`src/rtl/hazard_scoreboard_pkg.sv`:
```
// rtl/hazard_scoreboard_pkg.sv - shared types for the hazard scoreboard
package hazard_scoreboard_pkg;

  localparam int XLEN  = 64;
  localparam int REG_W = 5;

  typedef logic [REG_W-1:0] reg_idx_t;

  typedef enum logic [1:0] {
    K_ALU   = 2'd0,
    K_LOAD  = 2'd1,
    K_MULTI = 2'd2
  } wb_kind_t;

  typedef struct packed {
    logic            valid;
    reg_idx_t        dst;
    logic [XLEN-1:0] data;
  } fwd_data_t;

  typedef struct packed {
    logic     valid;
    reg_idx_t dst;
    wb_kind_t kind;
  } sb_slot_t;

  // A writer sitting in EX whose value cannot be forwarded this cycle.
  function automatic logic ex_result_pending(wb_kind_t kind, logic ex_busy);
    return (kind == K_LOAD) || ((kind == K_MULTI) && ex_busy);
  endfunction

endpackage

```
`src/rtl/hazard_scoreboard_if.sv`:
```
// rtl/hazard_scoreboard_if.sv - pipeline-side bundle of the hazard scoreboard
interface hazard_scoreboard_if #(
  parameter int CNT_W = 32
);
  import hazard_scoreboard_pkg::*;

  logic            id_valid;
  reg_idx_t        id_rs1;
  reg_idx_t        id_rs2;
  logic            id_wen;
  reg_idx_t        id_rd;
  wb_kind_t        id_kind;
  logic            flush;
  logic            ex_busy;
  logic [XLEN-1:0] ex_result;
  logic            mem_stall;
  logic [XLEN-1:0] mem_result;
  logic [XLEN-1:0] mem_rdata;
  fwd_data_t       ex_fwd;
  fwd_data_t       mem_fwd;
  logic            stall_id;
  logic            stall_ex;
  logic            stall_mem;
  logic            wb_wen;
  reg_idx_t        wb_dst;
  logic [XLEN-1:0] wb_data;
  logic [CNT_W-1:0] stall_cnt;

  modport master (
    output id_valid, id_rs1, id_rs2, id_wen, id_rd, id_kind, flush,
           ex_busy, ex_result, mem_stall, mem_result, mem_rdata,
    input  ex_fwd, mem_fwd, stall_id, stall_ex, stall_mem,
           wb_wen, wb_dst, wb_data, stall_cnt
  );

  modport slave (
    input  id_valid, id_rs1, id_rs2, id_wen, id_rd, id_kind, flush,
           ex_busy, ex_result, mem_stall, mem_result, mem_rdata,
    output ex_fwd, mem_fwd, stall_id, stall_ex, stall_mem,
           wb_wen, wb_dst, wb_data, stall_cnt
  );

endinterface

```
`src/rtl/hazard_scoreboard_match.sv`:
```
// rtl/hazard_scoreboard_match.sv - RAW hazard compare of one source register
module hazard_match
  import hazard_scoreboard_pkg::*;
(
  input  logic     id_valid,
  input  reg_idx_t rs,
  input  sb_slot_t ex_slot,
  input  sb_slot_t mem_slot,
  input  logic     ex_busy,
  input  logic     mem_stall,
  output logic     hazard
);

  logic ex_hit;
  logic mem_hit;

  always_comb begin
    ex_hit  = ex_slot.valid && (ex_slot.dst == rs) &&
              ex_result_pending(ex_slot.kind, ex_busy);
    mem_hit = mem_slot.valid && (mem_slot.dst == rs) &&
              (mem_slot.kind == K_LOAD) && mem_stall;
    hazard  = id_valid && (rs != '0) && (ex_hit || mem_hit);
  end

endmodule

```
`src/rtl/hazard_scoreboard.sv`:
```
// rtl/hazard_scoreboard.sv - in-flight writer tracking, forwarding and stall generation
module hazard_scoreboard
  import hazard_scoreboard_pkg::*;
#(
  parameter int NREG  = 32,
  parameter int CNT_W = 32
) (
  input logic               clk,
  input logic               reset,
  hazard_scoreboard_if.slave sb
);

  localparam int IDX_W = $clog2(NREG);
  localparam sb_slot_t BUBBLE = '{valid: 1'b0, dst: '0, kind: K_ALU};

  sb_slot_t         ex_q, ex_d;
  sb_slot_t         mem_q, mem_d;
  sb_slot_t         wb_q, wb_d;
  logic [XLEN-1:0]  wb_data_q, wb_data_d;
  logic [CNT_W-1:0] stall_cnt_q, stall_cnt_d;

  logic            haz_rs1, haz_rs2;
  logic            stall_mem, stall_ex, stall_id;
  logic            id_alloc;
  logic [XLEN-1:0] mem_data;

  hazard_match u_match_rs1 (
    .id_valid (sb.id_valid),
    .rs       (sb.id_rs1),
    .ex_slot  (ex_q),
    .mem_slot (mem_q),
    .ex_busy  (sb.ex_busy),
    .mem_stall(sb.mem_stall),
    .hazard   (haz_rs1)
  );

  hazard_match u_match_rs2 (
    .id_valid (sb.id_valid),
    .rs       (sb.id_rs2),
    .ex_slot  (ex_q),
    .mem_slot (mem_q),
    .ex_busy  (sb.ex_busy),
    .mem_stall(sb.mem_stall),
    .hazard   (haz_rs2)
  );

  always_comb begin
    stall_mem = sb.mem_stall;
    stall_ex  = sb.mem_stall | sb.ex_busy;
    stall_id  = stall_ex | haz_rs1 | haz_rs2;
    id_alloc  = !stall_id && !sb.flush && sb.id_valid && sb.id_wen &&
                (sb.id_rd != IDX_W'(0));
    mem_data  = (mem_q.kind == K_LOAD) ? sb.mem_rdata : sb.mem_result;

    wb_d      = wb_q;
    wb_data_d = wb_data_q;
    if (!stall_mem) begin
      wb_d      = mem_q;
      wb_data_d = mem_data;
    end else begin
      wb_d.valid = 1'b0;
    end

    // EX held while MEM drains leaves a hole in MEM.
    if (!stall_ex)      mem_d = ex_q;
    else if (stall_mem) mem_d = mem_q;
    else                mem_d = BUBBLE;

    // A flush or RAW stall drops the ID instruction; a held EX keeps its entry.
    if (id_alloc)      ex_d = '{valid: 1'b1, dst: sb.id_rd, kind: sb.id_kind};
    else if (stall_ex) ex_d = ex_q;
    else               ex_d = BUBBLE;

    stall_cnt_d = stall_cnt_q + CNT_W'(stall_id);
  end

  always_ff @(posedge clk) begin
    if (reset) begin
      ex_q        <= BUBBLE;
      mem_q       <= BUBBLE;
      wb_q        <= BUBBLE;
      wb_data_q   <= '0;
      stall_cnt_q <= '0;
    end else begin
      ex_q        <= ex_d;
      mem_q       <= mem_d;
      wb_q        <= wb_d;
      wb_data_q   <= wb_data_d;
      stall_cnt_q <= stall_cnt_d;
    end
  end

  always_comb begin
    sb.stall_mem     = stall_mem;
    sb.stall_ex      = stall_ex;
    sb.stall_id      = stall_id;
    sb.ex_fwd.valid  = ex_q.valid && !ex_result_pending(ex_q.kind, sb.ex_busy);
    sb.ex_fwd.dst    = ex_q.dst;
    sb.ex_fwd.data   = sb.ex_result;
    sb.mem_fwd.valid = mem_q.valid && !((mem_q.kind == K_LOAD) && sb.mem_stall);
    sb.mem_fwd.dst   = mem_q.dst;
    sb.mem_fwd.data  = mem_data;
    sb.wb_wen        = wb_q.valid;
    sb.wb_dst        = wb_q.dst;
    sb.wb_data       = wb_data_q;
    sb.stall_cnt     = stall_cnt_q;
  end

endmodule
```
`src/flat_wrapper.sv`:
```
// flat-port wrapper written by rule: the top's interface ports become plain ports
module hazard_scoreboard_flat import hazard_scoreboard_pkg::*;
#(
  parameter int NREG  = 32,
  parameter int CNT_W = 32
)
  (clk, reset, sb_id_valid, sb_id_rs1, sb_id_rs2, sb_id_wen, sb_id_rd, sb_id_kind, sb_flush, sb_ex_busy, sb_ex_result, sb_mem_stall, sb_mem_result, sb_mem_rdata, sb_ex_fwd, sb_mem_fwd, sb_stall_id, sb_stall_ex, sb_stall_mem, sb_wb_wen, sb_wb_dst, sb_wb_data, sb_stall_cnt);
  hazard_scoreboard_if #(.CNT_W(CNT_W)) sb_i ();
  input logic clk;
  input logic reset;
  input wire logic [$bits(sb_i.id_valid)-1:0] sb_id_valid;
  input wire logic [$bits(sb_i.id_rs1)-1:0] sb_id_rs1;
  input wire logic [$bits(sb_i.id_rs2)-1:0] sb_id_rs2;
  input wire logic [$bits(sb_i.id_wen)-1:0] sb_id_wen;
  input wire logic [$bits(sb_i.id_rd)-1:0] sb_id_rd;
  input wire logic [$bits(sb_i.id_kind)-1:0] sb_id_kind;
  input wire logic [$bits(sb_i.flush)-1:0] sb_flush;
  input wire logic [$bits(sb_i.ex_busy)-1:0] sb_ex_busy;
  input wire logic [$bits(sb_i.ex_result)-1:0] sb_ex_result;
  input wire logic [$bits(sb_i.mem_stall)-1:0] sb_mem_stall;
  input wire logic [$bits(sb_i.mem_result)-1:0] sb_mem_result;
  input wire logic [$bits(sb_i.mem_rdata)-1:0] sb_mem_rdata;
  output wire logic [$bits(sb_i.ex_fwd)-1:0] sb_ex_fwd;
  output wire logic [$bits(sb_i.mem_fwd)-1:0] sb_mem_fwd;
  output wire logic [$bits(sb_i.stall_id)-1:0] sb_stall_id;
  output wire logic [$bits(sb_i.stall_ex)-1:0] sb_stall_ex;
  output wire logic [$bits(sb_i.stall_mem)-1:0] sb_stall_mem;
  output wire logic [$bits(sb_i.wb_wen)-1:0] sb_wb_wen;
  output wire logic [$bits(sb_i.wb_dst)-1:0] sb_wb_dst;
  output wire logic [$bits(sb_i.wb_data)-1:0] sb_wb_data;
  output wire logic [$bits(sb_i.stall_cnt)-1:0] sb_stall_cnt;
  assign sb_i.id_valid = sb_id_valid;
  assign sb_i.id_rs1 = sb_id_rs1;
  assign sb_i.id_rs2 = sb_id_rs2;
  assign sb_i.id_wen = sb_id_wen;
  assign sb_i.id_rd = sb_id_rd;
  assign sb_i.id_kind = sb_id_kind;
  assign sb_i.flush = sb_flush;
  assign sb_i.ex_busy = sb_ex_busy;
  assign sb_i.ex_result = sb_ex_result;
  assign sb_i.mem_stall = sb_mem_stall;
  assign sb_i.mem_result = sb_mem_result;
  assign sb_i.mem_rdata = sb_mem_rdata;
  assign sb_ex_fwd = sb_i.ex_fwd;
  assign sb_mem_fwd = sb_i.mem_fwd;
  assign sb_stall_id = sb_i.stall_id;
  assign sb_stall_ex = sb_i.stall_ex;
  assign sb_stall_mem = sb_i.stall_mem;
  assign sb_wb_wen = sb_i.wb_wen;
  assign sb_wb_dst = sb_i.wb_dst;
  assign sb_wb_data = sb_i.wb_data;
  assign sb_stall_cnt = sb_i.stall_cnt;
  hazard_scoreboard #(.NREG(NREG), .CNT_W(CNT_W)) u_core (.clk(clk), .reset(reset), .sb(sb_i));
endmodule
```
`config.mk`:
```
export PLATFORM = sky130hd
export DESIGN_NAME = hazard_scoreboard_flat
export DESIGN_NICKNAME = d
export VERILOG_FILES = /design/src/rtl/hazard_scoreboard_pkg.sv /design/src/rtl/hazard_scoreboard_if.sv /design/src/rtl/hazard_scoreboard_match.sv /design/src/rtl/hazard_scoreboard.sv /design/src/flat_wrapper.sv
export SDC_FILE = /design/constraint.sdc
export NUM_CORES = 1
export LEC_CHECK = 0
export CORE_AREA = 2 2 177 179
export CTS_CLUSTER_DIAMETER = 200
export DETAILED_ROUTE_END_ITERATION = 10
export DIE_AREA = 0 0 179 181
export PLACE_DENSITY = 0.58
export SKIP_CTS_REPAIR_TIMING = 1
export SYNTH_ARGS = -nofsm -noshare
export SYNTH_HDL_FRONTEND = slang
export SYNTH_SLANG_ARGS = --single-unit
```
`constraint.sdc`:
```
create_clock -name clk -period 4.06 [get_ports clk]
set_input_delay 0.406 -clock clk [delete_from_list [all_inputs] [get_ports clk]]
set_output_delay 0.406 -clock clk [all_outputs]
set_load 0.005 [all_outputs]
```
=== Word level (Yosys, flattened, before mapping) ===
Cells that the tools add are included.
W data, S select, Z words.

* Flip-flop bits (word level): 118
* Latch bits: 0
* Bits in writable memories: 0
* Memory bits (read-only): 0
* Input port bits: 216
* Output and inout bits: 245
* Word-level logic and storage cells: 61
* Memories: 0

* Add/sub/neg operators: 1
* Multiply operators: 0
* Divide/modulo/power cells: 0
* Magnitude comparators: 0
* Equality and inequality tests: 9
* Shift-type cells: 0
* Multiplexer cells: 5
* Bitwise logic cells: 3
* Reduce and logical (&&, ||, !) cells: 33

{| class="wikitable"
|+ Operators by type and width
! operator !! count
|-
| $mux W64 || 1
|-
| $add A32 B1 Y32 || 1
|-
| $mux W8 || 4
|-
| $logic_and A1 B1 Y1 || 22
|-
| $eq A5 B5 Y1 || 4
|-
| $reduce_bool A5 Y1 || 3
|-
| $eq A2 B1 Y1 const B || 2
|-
| $logic_not A1 Y1 || 4
|-
| $logic_or A1 B1 Y1 || 3
|-
| $or A1 B1 Y1 || 3
|-
| $eq A2 B2 Y1 const B || 1
|-
| $ne A2 B1 Y1 const B || 1
|-
| $ne A2 B2 Y1 const B || 1
|-
| $reduce_or A2 Y1 || 1
|}

=== Logic depth before layout (Yosys ltp) ===
* Depth after elaboration: 14
* Depth in mapped cells: 16
* Depth with buffers taken out: 14

=== Hierarchy ===
Synthesis repeated with hierarchy kept, for this count alone.

* Cells, all modules: 725
* Area, all modules: 6319.8 sq um

{| class="wikitable"
|+ Modules (own cells, without submodules)
! module !! instances !! cells each !! area each (sq um) !! seq. area each (sq um)
|-
| hazard_scoreboard || 1 || 683 || 6012.0 || 2362.3
|-
| hazard_match || 2 || 21 || 153.9 || 0.0
|}

=== Least setup slack after synthesis ===
OpenSTA, ideal clock, no wires.

* Kind: input port to flip-flop
* Start point: input sb_ex_busy
* End point: register u_core.stall_cnt_q[24], in the netlist u_core.sb.stall_cnt[24]
* Setup time: 128 ps
* Arrival time: 2851 ps
* Data required time: 3932 ps
* Setup slack: 1082 ps
* Cell stages on the path: 16
* Buffers on the path: 2
* Cell sequence: buf_6 > and3b_1 > o21ai_2 > nor4_2 > a31oi_1 > o22a_1 > buf_6 > nand2_1 > ha_1 > ha_1 > nand2_1 > or3_4 > nor4_4 > nand2_1 > xor2_1 > nor2_1

* Word-level cells in the longest chain between the ends: 8
* Elaborated cells on any way between the ends: 12
* Those cells by class: 1 x add/sub; 3 x bitwise; 8 x reduce/logical

{| class="wikitable"
|+ Ends and longest elaborated chain
! item !! RTL line !! RTL
|-
| start, declared || flat_wrapper.sv:18 || <nowiki>input wire logic [$bits(sb_i.ex_busy)-1:0] sb_ex_busy;</nowiki>
|-
| $logic_and A1 B1 Y1 || hazard_scoreboard_pkg.sv:29 || <nowiki>return (kind == K_LOAD) || ((kind == K_MULTI) && ex_busy);</nowiki>
|-
| $logic_or A1 B1 Y1 || hazard_scoreboard_pkg.sv:29 ||
|-
| $logic_and A1 B1 Y1 || hazard_scoreboard_match.sv:18 || <nowiki>ex_hit = ex_slot.valid && (ex_slot.dst == rs) &&</nowiki>
|-
| $logic_or A1 B1 Y1 || hazard_scoreboard_match.sv:22 || <nowiki>hazard = id_valid && (rs != '0) && (ex_hit || mem_hit);</nowiki>
|-
| $logic_and A1 B1 Y1 || hazard_scoreboard_match.sv:22 ||
|-
| $or A1 B1 Y1 || hazard_scoreboard.sv:50 || <nowiki>stall_id = stall_ex | haz_rs1 | haz_rs2;</nowiki>
|-
| $or A1 B1 Y1 * || hazard_scoreboard.sv:50 ||
|-
| via sb_stall_id || flat_wrapper.sv:25 || <nowiki>output wire logic [$bits(sb_i.stall_id)-1:0] sb_stall_id;</nowiki>
|-
| $add A32 B1 Y32 * || hazard_scoreboard.sv:74 || <nowiki>stall_cnt_d = stall_cnt_q + CNT_W'(stall_id);</nowiki>
|-
| end signal, assigned || hazard_scoreboard.sv:89 || <nowiki>stall_cnt_q <= stall_cnt_d;</nowiki>
|-
| end, declared || hazard_scoreboard.sv:20 || <nowiki>logic [CNT_W-1:0] stall_cnt_q, stall_cnt_d;</nowiki>
|}

The timed path passes the listed nets; every way through them passes the cells marked *.
A chain may end at the register's enable or synchronous reset.

=== Final worst setup path ===
* Start point: register u_core.mem_q[1] (netlist name)
* End point: register u_core.stall_cnt_q[26], in the netlist u_core.sb.stall_cnt[26]

* Word-level cells in the longest chain between the ends: 8
* Elaborated cells on any way between the ends: 12
* Those cells by class: 1 x add/sub; 1 x eq/ne; 2 x bitwise; 8 x reduce/logical

{| class="wikitable"
|+ Ends and longest elaborated chain
! item !! RTL line !! RTL
|-
| start, declared || hazard_scoreboard.sv:17 || <nowiki>sb_slot_t mem_q, mem_d;</nowiki>
|-
| start signal, assigned || hazard_scoreboard.sv:86 || <nowiki>mem_q <= mem_d;</nowiki>
|-
| $eq A2 B1 Y1 * || hazard_scoreboard_match.sv:21 || <nowiki>(mem_slot.kind == K_LOAD) && mem_stall;</nowiki>
|-
| $logic_and A1 B1 Y1 || hazard_scoreboard_match.sv:20 || <nowiki>mem_hit = mem_slot.valid && (mem_slot.dst == rs) &&</nowiki>
|-
| $logic_and A1 B1 Y1 || hazard_scoreboard_match.sv:21 ||
|-
| $logic_or A1 B1 Y1 || hazard_scoreboard_match.sv:22 ||
|-
| $logic_and A1 B1 Y1 || hazard_scoreboard_match.sv:22 ||
|-
| $or A1 B1 Y1 || hazard_scoreboard.sv:50 ||
|-
| $or A1 B1 Y1 * || hazard_scoreboard.sv:50 ||
|-
| $add A32 B1 Y32 * || hazard_scoreboard.sv:74 ||
|}

Mark *: on every way between the ends. The rest lies on a longest branch, timed or not.

==> results <==
- The run finished with clean final reports.
- In the detailed route, the total length drawn on met2 is 11,510 um.
- The largest fanout on the critical path is 9.
- Of the total power, the clock network draws 0.460.
- The number of nets produced by synthesis is 1,052.
- The routed length on met3 is 1453 um.
- Setup repair after global routing left no endpoint under its margin.
- The core box area is 30,350 um2.
- The cell sitting at the root of the clock tree is a clkbuf_16.
- The tool flagged a number of max-cap violations equal to 0.
- In this run the cell area of the synthesized design comes to 6216 um2.
- Of the synthesized area, sequential elements account for 0.3800.
- The clock net in this run drives a total of 118 sinks.
- The global-route usage over all layers is 0.1456.
- Summed over all failing endpoints, the final setup total negative slack is 0 ns.
- The maximum resistive drop on vdd is 0.2435 mV.
- In this run the core area contains 64 standard-cell rows.
- The via count of the first global-routing pass is 6,012.
- The full die area is 32,400 um2.
- The most used flip-flop cell after synthesis is dfxtp_1.
- The die is 179 um wide.
- The power consumption is 0.003254 W.
- The setup path with the least slack is of type flop to flop.
- The combinational group share of total power is 0.161.
- The average wire per cell in the routed design is 16.15 um.
- For the pin with the worst max-slew slack, the measured transition is 0.8462 ns.
- The placer's final routability congestion estimate is 0.7980.
- The hold violation total from the final report is 0.
- The post-synthesis average cell area is 7.453 um2.
- The count of distinct cell types in the synthesized netlist is 49.
- After synthesis, the most frequently instantiated cells are nand2_1 (206), dfxtp_1 (118), nor2_1 (108).
- Dividing the final minimum period by the clock period gives 0.8101.
- The pre-antenna-repair detailed-routing pass consisted of 5 iterations.
- In the routed design, unresolved DRC markers number 0.
- The starting density of the core is 0.2048.
- The headroom to the max-slew limit is 0.4359.
- The area growth from synthesis to layout is 59.58%.
- The min-delay analysis places its worst path in the category flop to flop.
- The startpoint class of the critical path is a flop.
- The quantity of I/O buffers inserted on ports is 332.
- Data on the critical path arrives at its endpoint at 3.57 ns.
- The net switching power of the design is 0.0009015 W.
- The cell count after synthesis came out at 834.
- The final max-slew violation count is 0.
- The maximum frequency from static timing analysis is 304.1 MHz.
- The number of design-rule violations left by the first detailed-router iteration is 215.
- The number of synthesized register bits is 118.
- The via count is 6,209.
- For this block, the routed nets add up to 23,900 um of wire.
- The highest layer touched by signal routing is met4.
- Global routing finished with a remaining overflow of 0.
- The maximum buffer depth of the clock tree is 2.
- Of all flip-flops after synthesis, the portion carrying an async set or reset was 0.
- The global-route wire length before repair is 36,080 um.
- Clock skew on the completed layout was measured at 0.01411 ns.
- STA classifies the critical path endpoint as a flop.
- The share of total power in sequential cells is 0.379.
- Hold is met by 0.4995 ns.
- The internal portion of the total power is 0.002353 W.
- The most instantiated library cell after synthesis is nand2_1.
- The switching share of power is 0.2770.
- The later pin in the worst-skew pair is clocked with a latency of 0.42 ns.
- The static leakage power is 3.905 nW.
- In this run, CTS created clock tree buffers numbering 17.
- Counting I/O delays and the setup requirement, the final critical path takes 3.289 ns.
- The total of endpoints with negative setup slack in the final report is 0.
- The detailed-placement wirelength estimate is 17,830 um.
- Yosys printed 0 warnings.
- The setup slack at placement is 0.3732 ns.
- The required arrival time at the worst endpoint is 4.34 ns.
- The fraction of layout cells with a size suffix above 1 is 0.05078.
- The final layout net count is 1,288.
- The initial antenna violation count came to 1.
- Of all cell types, the one taking the most synthesized area is dfxtp_1.
- The clock edge transition at the registers on the reported setup and hold paths is 0.06 ns.
- The number of enable-type register cells in the synthesized netlist is 0.
- After detailed routing, the wire length on met1 is 10,310 um.
- The count of nets left with antenna violations once routing finished came out at 0.
- The H-tree depth is 4.
- The power per cell area is 328.0 nW/um2.
- The overall die height is 181 um.
- In the post-route analysis, the smallest setup slack over all paths is 0.7711 ns.
- The proportion of netlist area held by the largest area contributor is 0.3800.
- After synthesis, the cell types taking the most area are dfxtp_1 (38%), nand2_1 (12%), buf_4 (9.2%).
- Entering global routing, the biggest net connects 95 pins.
- TritonCTS built the clock tree.
- The number of vias per cell after detailed routing is 4.195.
- The top-level I/O count is 461.
==> cells by family (layout without fill, tap and decap cells) <==
group,count (synthesis),in the layout,share of synthesized area
multiplexers,5,5,0.008052
XOR/XNOR,46,46,0.06482
adder cells (fa/ha/maj),2,2,0.004025
other,0,1,0
buffers and inverters,123,372,0.1230
AO/OA/AOI/OAI,32,32,0.03502
flip-flops,118,118,0.3800
AND/OR/NAND/NOR,508,508,0.3851
==> state kept, by name (all words and copies together) (netlist names) <==
name                 count
u_core.sb.stall_cnt     32
u_core.sb.mem_fwd        5
u_core.sb.wb_data       64
u_core.sb.wb_dst         5
u_core.sb.wb_wen         1
u_core.sb.ex_fwd         5
u_core.mem_q             3
u_core.ex_q              3
==> per-layer routing <==
layer,track usage,vias to the layer above
met5,0,-
met4,0.05333,0
met3,0.04040,61
met2,0.2434,230
met1,0.1768,2828
li1,-,3090
==> area by class of cell <==
type,instances,area (um2)
Fill cell,3213,20430
Timing Repair Buffer,339,3383
Multi-Input combinational cell,593,3093
Sequential cell,118,2362
Tap cell,396,495.5
Clock buffer,17,425.4
Clock inverter,15,153.9
Inverter,1,3.754
Antenna cell,1,2.502
==> power by group through the flow <==
stage,registers [W],clock network (W),logic [W]
finish,0.00123,0.00150,0.000525
global route,0.00124,0.00161,0.000570
CTS,0.00123,0.00155,0.000533
detailed placement,0.00126,0,0.000529
global placement,0.00126,0,0.000528
floorplan,0.00126,0,0.000213
==> path summary, 6_finish.rpt <==
check                                     start                       to  slack, ns  cells after the start
worst min register to register  u_core.mem_q[1]          u_core.mem_q[1]       0.50                      2
worst max register to register  u_core.mem_q[1]  u_core.sb.stall_cnt[26]       0.77                     14
worst max-delay path            u_core.mem_q[1]  u_core.sb.stall_cnt[26]       0.77                     14
worst min-delay path            u_core.mem_q[1]          u_core.mem_q[1]       0.50                      2
==> cells in the final DEF (no fill, tap or decap), types with 3 or more instances in the layout <==
master / n
a22o_1: 5
inv_6: 5
clkbuf_16: 17
clkdlybuf4s50_1: 330
xor2_1: 31
nor3_1: 66
nor3b_1: 10
nor4_1: 3
mux2i_1: 5
buf_4: 8
and3_1: 4
nor2_1: 108
nor4b_1: 4
o21ai_0: 6
dfxtp_1: 118
a21oi_1: 11
nor2b_1: 67
or3_1: 4
xnor2_1: 15
inv_8: 4
nand2_1: 206
nand3_1: 17
==> metrics by stage <==
stage / utilization / instance area (um2) / instances
after detailed placement: 0.3077 / 9338 / 1447
after global routing: 0.3268 / 9920 / 1480
final: 0.3268 / 9920 / 1480
after CTS: 0.3268 / 9917 / 1479
after global placement: 0.3077 / 9338 / 1447
after floorplan: - / 6216 / 834
==> worst max-delay path, stage by stage (launching register included) <==
cell     delay [ns]
dfxtp_1        0.31
and2b_2        0.21
nand3_1        0.17
nor4_1         0.33
a31oi_1        0.12
o22a_1         0.33
nand2_1        0.15
ha_1           0.17
ha_1           0.20
nand2_1        0.12
or3_4          0.43
nor4_4         0.30
nand2_1        0.11
xor2_1         0.14
nor2_1         0.05
(Power assumes the default switching activity.)
==> variant 1 (same flow settings) <==
`CNT_W` is set to 32 in 3 places; all go to 64.
--- a/src/rtl/hazard_scoreboard_if.sv
+++ b/src/rtl/hazard_scoreboard_if.sv
@@ -1,6 +1,6 @@
 // rtl/hazard_scoreboard_if.sv - pipeline-side bundle of the hazard scoreboard
 interface hazard_scoreboard_if #(
-  parameter int CNT_W = 32
+  parameter int CNT_W = 64
 );
   import hazard_scoreboard_pkg::*;
 
--- a/src/rtl/hazard_scoreboard.sv
+++ b/src/rtl/hazard_scoreboard.sv
@@ -3,7 +3,7 @@
   import hazard_scoreboard_pkg::*;
 #(
   parameter int NREG  = 32,
-  parameter int CNT_W = 32
+  parameter int CNT_W = 64
 ) (
   input logic               clk,
   input logic               reset,
--- a/src/flat_wrapper.sv
+++ b/src/flat_wrapper.sv
@@ -2,7 +2,7 @@
 module hazard_scoreboard_flat import hazard_scoreboard_pkg::*;
 #(
   parameter int NREG  = 32,
-  parameter int CNT_W = 32
+  parameter int CNT_W = 64
 )
   (clk, reset, sb_id_valid, sb_id_rs1, sb_id_rs2, sb_id_wen, sb_id_rd, sb_id_kind, sb_flush, sb_ex_busy, sb_ex_result, sb_mem_stall, sb_mem_result, sb_mem_rdata, sb_ex_fwd, sb_mem_fwd, sb_stall_id, sb_stall_ex, sb_stall_mem, sb_wb_wen, sb_wb_dst, sb_wb_data, sb_stall_cnt);
   hazard_scoreboard_if #(.CNT_W(CNT_W)) sb_i ();
Interface: changed (resized sb_stall_cnt); port bits go from 461 to 493. The function was not compared with the original's and may differ.
==> variant 1 against the unedited design <==
Synthesized cell count grew 22%; routed wire length grew 18%; sequential cell count grew 32; combinational power grew 2%; count of clock-buffer cells in the layout grew 2; final area grew 19%; synthesized area grew 24%; power grew 14%; setup slack lost 0.13 ns; cell count grew 14%; critical endpoint is now u_core.sb.stall_cnt[50]; largest cell class is now multi-input combinational cells; largest power group unchanged.
==> variant 1: results (changes against the unedited design) <==
metric,value,unit,change
status,finished clean,,
Post-synth top cells,"223 x nand2_1, 150 x dfxtp_1, 143 x nor2_1, 76 x buf_4, 71 x nor3_1",,
"Seq/Total Area, Yosys",39.1,%,+1.1 points
Routed wire per std cell,16.7,um,+3.2%
share of cells above drive strength 1,4.32,%,-0.76 points
met2 routed WL,13500,um,+18%
First-pass DRT Iterations,7,,+2
transition time of the tightest slew-check pin,0.931,ns,+0.0845 ns
met2 usage in global routing,29.4,%,+5.0 points
met1 Use GR,19.9,%,+2.3 points
Hold Path Cell Cnt,3,,+1
Top Layer Used,met5,,
Hold Path Class,primary input to register,,
clk cell area share,5.05,%,-0.79 points
Mapped Nets,1234,,+17%
post-synthesis adder-cell area fraction,0.326,%,-0.077 points
Unique masters post-synth,41,,-16%
grt met3 use,5.58,%,+1.5 points
M1 WL,11700,um,+13%
clock power share,44.0,%,-2.0 points
RePlAce Congestion,0.846,,+6.0%
crit path launch,sb_ex_busy,,
post-synthesis compound-gate area fraction,2.75,%,-0.75 points
XOR/XNOR Fraction of Synth Area,8.55,%,+2.1 points
Total Routing Usage GR,17.2,%,+2.6 points
HP Start,sb_mem_stall,,
reg2reg start,u_core.ex_q[0],,
Non-CTS buffers,376,,+11%
## variant 1: worst max-delay path: stages
cell and delay, ns:
clkdlybuf4s50_1 0.47, and3b_1 0.17, o21ai_0 0.12, nor4_1 0.31
o221ai_1 0.24, and2_1 0.25, nand2_1 0.10, ha_1 0.19
ha_1 0.20, nand3_1 0.15, nor4_4 0.38, nand4_1 0.13
buf_4 0.20, or3_1 0.30, a21oi_1 0.14
## variant 1: through the flow
stage / power [W] / utilization, % / area, um2 / setup slack [ns]
5_1_grt: 0.00388 / 38.8 / 11800 / 0.304
6_report: 0.00372 / 38.8 / 11800 / 0.638
2_1_floorplan: 0.00180 / - / 7680 / 0.793
3_3_place_gp: 0.00212 / 36.8 / 11200 / 0.265
3_5_place_dp: 0.00212 / 36.8 / 11200 / 0.189
4_1_cts: 0.00379 / 38.7 / 11800 / 0.615
==> variant 2 (config.mk and constraints unchanged) <==
Made on the original files. `wb_data_q` no longer has a reset.
--- a/src/rtl/hazard_scoreboard.sv
+++ b/src/rtl/hazard_scoreboard.sv
@@ -79,15 +79,17 @@
       ex_q        <= BUBBLE;
       mem_q       <= BUBBLE;
       wb_q        <= BUBBLE;
-      wb_data_q   <= '0;
       stall_cnt_q <= '0;
     end else begin
       ex_q        <= ex_d;
       mem_q       <= mem_d;
       wb_q        <= wb_d;
-      wb_data_q   <= wb_data_d;
       stall_cnt_q <= stall_cnt_d;
     end
+  end
+
+  always_ff @(posedge clk) begin
+    wb_data_q <= wb_data_d;
   end
 
   always_comb begin
Check against the original RTL: not equivalent (Yosys sat finds a counterexample within 4 cycles, from zero or initial values and one cycle with reset high).
==> variant 2 against the unedited design <==
Setup slack got worse by 0.027 ns; sequential share of layout area grew 7.3 points; die area unchanged; routed wire length fell by 2.8%; sequential cell count unchanged; core utilization shrank 0.93 points; fmax fell by 0.81%; global-route usage down 0.60 points; final area shrank 2.8%; cell count shrank 12%; non-clock buffer count grew 7; critical path depth increased by 1; power about the same; synthesized area decreased by 7.1%; highest routed layer unchanged.
==> variant 2: results (changes against the unedited design) <==
metric,value,unit,change
vias in the first global route,5277,,-12%
drt via density,4.06,,-3.2%
Setup WS pre-CTS,0.279,ns,-0.0941 ns
CTS Buf Count,17,,unchanged
slowest CP cell,clkdlybuf4s50_1,,
status,finished clean,,
dpl hpwl,18200,um,+2.0%
Mapped Nets,841,,-20%
share of cells above drive strength 1,6.22,%,+1.1 points
first-pass GRT wire length,33200,um,-8.0%
"Seq/Total Area, Yosys",52.0,%,+14 points
Ys Warns,0,,unchanged
Critical Path Fanout Max,4,,-5
RePlAce Congestion,0.758,,-5.0%
largest net degree at the start of global routing,66,,-31%
XOR/XNOR Fraction of Synth Area,7.13,%,+0.65 points
Clock Skews,0.0128,ns,-0.00133 ns
met2 usage in global routing,25.1,%,+0.80 points
FF-to-FF setup slack,0.84,ns,+0.07 ns
Max VDD drop,0.000203,V,-17%
Total Routing Usage GR,14.0,%,-0.60 points
grt met3 use,4.36,%,+0.32 points
met1 Use GR,14.6,%,-3.1 points
mux cell area share after synthesis,0.867,%,+0.062 points
DR iter-0 viols,203,,-5.6%
ANT cells,0,,-1
most frequently used flop master after synthesis,edfxtp_1,,
Unique masters post-synth,42,,-14%
worst hold slack,0.494,ns,-0.00516 ns
Placed Area,9040,um2,-3.2%
post-synthesis compound-gate area fraction,3.36,%,-0.14 points
Worst-Skew Late Latency,0.41,ns,
Post-synth EDFFs,64,,+64
Leak,3.68,nW,-5.8%
Post-synth top cells,"205 x nand2_1, 76 x buf_4, 64 x edfxtp_1, 54 x dfxtp_1, 46 x nor2_1",,
fillcell total,3135,,-2.4%
slowest cell delay on critical path,0.48,ns,+0.05 ns
initial antenna violation count,0,,-1
Largest register FFs,64,,unchanged
post-synthesis adder-cell area fraction,0.433,%,+0.031 points
clk slew on worst S/H paths,0.06,ns,about the same
fin nets,1106,,-14%
count of input and output buffers,332,,unchanged
fin worst setup slack,0.744,ns,-0.0268 ns
crit-path leading delay family,simple AND/OR/NAND/NOR gates,,
First-pass DRT Iterations,4,,-1
Routed wire per std cell,17.9,um,+11%
share of flip-flops with an asynchronous set or reset,0,%,unchanged
Root Buffer Master,clkbuf_16,,
CTS Buffer Depth,2,,unchanged
Max-Cap Viols,0,,unchanged
Synth area leaders,"edfxtp_1 33%, dfxtp_1 19%, nand2_1 13%",,
Hold Path Class,register to register,,
transition time of the tightest slew-check pin,1.03,ns,+0.186 ns
"Hold Violations, Final",0,,unchanged
DRC viols,0,,unchanged
variant 2: cell types whose count changed in the layout (fill, tap and decap cells not counted), sizes merged, moves of 6 or more:
cell / before / now
nor2b: 67 / 4
nand4: 1 / 13
nand3: 18 / 9
buf: 9 / 15
dfxtp: 118 / 54
nor3: 68 / 5
nor2: 108 / 46
edfxtp: 0 / 64
variant 2: routing by layer:
layer / part of all wire, % / vias to the layer above
met5: 0 / -
met4: 3.9 / 0
met3: 8.9 / 88
met2: 50 / 232
met1: 37 / 2406
li1: - / 2539
variant 2: layout make-up:
| class | instances | area [um2] | share of cell area [%] |
|---|---|---|---|
| Sequential cell | 118 | 3000 | 31.2 |
| Clock inverter | 10 | 80.1 | 0.831 |
| Clock buffer | 22 | 517 | 5.36 |
| Tap cell | 396 | 495 | 5.14 |
| Timing Repair Buffer | 346 | 3420 | 35.5 |
| Inverter | 2 | 7.51 | 0.0779 |
| Multi-Input combinational cell | 403 | 2110 | 21.9 |
variant 2: logic make-up after synthesis:
logic type | Yosys count
and+or+nand+nor | 322
AOI/OAI and AO/OA | 27
muxes | 5
xor gates and xnor gates | 47
adders and majority gates | 2
buffers and inverters | 102
DFF | 118
variant 2: report_power, final:
part	switching, W	total, W	internal, W	leakage (nW)
clock	0.000600	0.00151	0.000914	0.295
sequential	0.0000146	0.00132	0.00130	1.06
combinational	0.000150	0.000423	0.000273	2.32
variant 2: through the flow:
| step | cells | utilization (%) |
|---|---|---|
| CTS | 1297 | 31.8 |
| floorplan | 623 | - |
| detailed placement | 1265 | 29.8 |
| global placement | 1265 | 29.8 |
| finish | 1297 | 31.8 |
| global route | 1297 | 31.8 |
variant 2: final timing paths:
| check | start | to | cells after the start |
|---|---|---|---|
| setup / recovery | sb_ex_busy | u_core.sb.stall_cnt[26] | 15 |
| hold / removal | u_core.sb.stall_cnt[31] | u_core.sb.stall_cnt[31] | 2 |
| setup reg to reg | u_core.sb.ex_fwd[64] | u_core.sb.stall_cnt[26] | 14 |
| hold reg to reg | u_core.sb.stall_cnt[31] | u_core.sb.stall_cnt[31] | 2 |
variant 2: worst reg2reg max path, stage by stage, from the launching register on:
cell and delay (ns):
dfxtp_1 0.48, xnor2_1 0.16, nand3_1 0.09, o41ai_1 0.41
a31oi_1 0.19, nand2_1 0.15, ha_1 0.25, ha_1 0.24
and2_1 0.16, nand4_1 0.15, nor4_1 0.31, buf_4 0.18
nand4_1 0.10, xor2_1 0.14, nor2_1 0.05
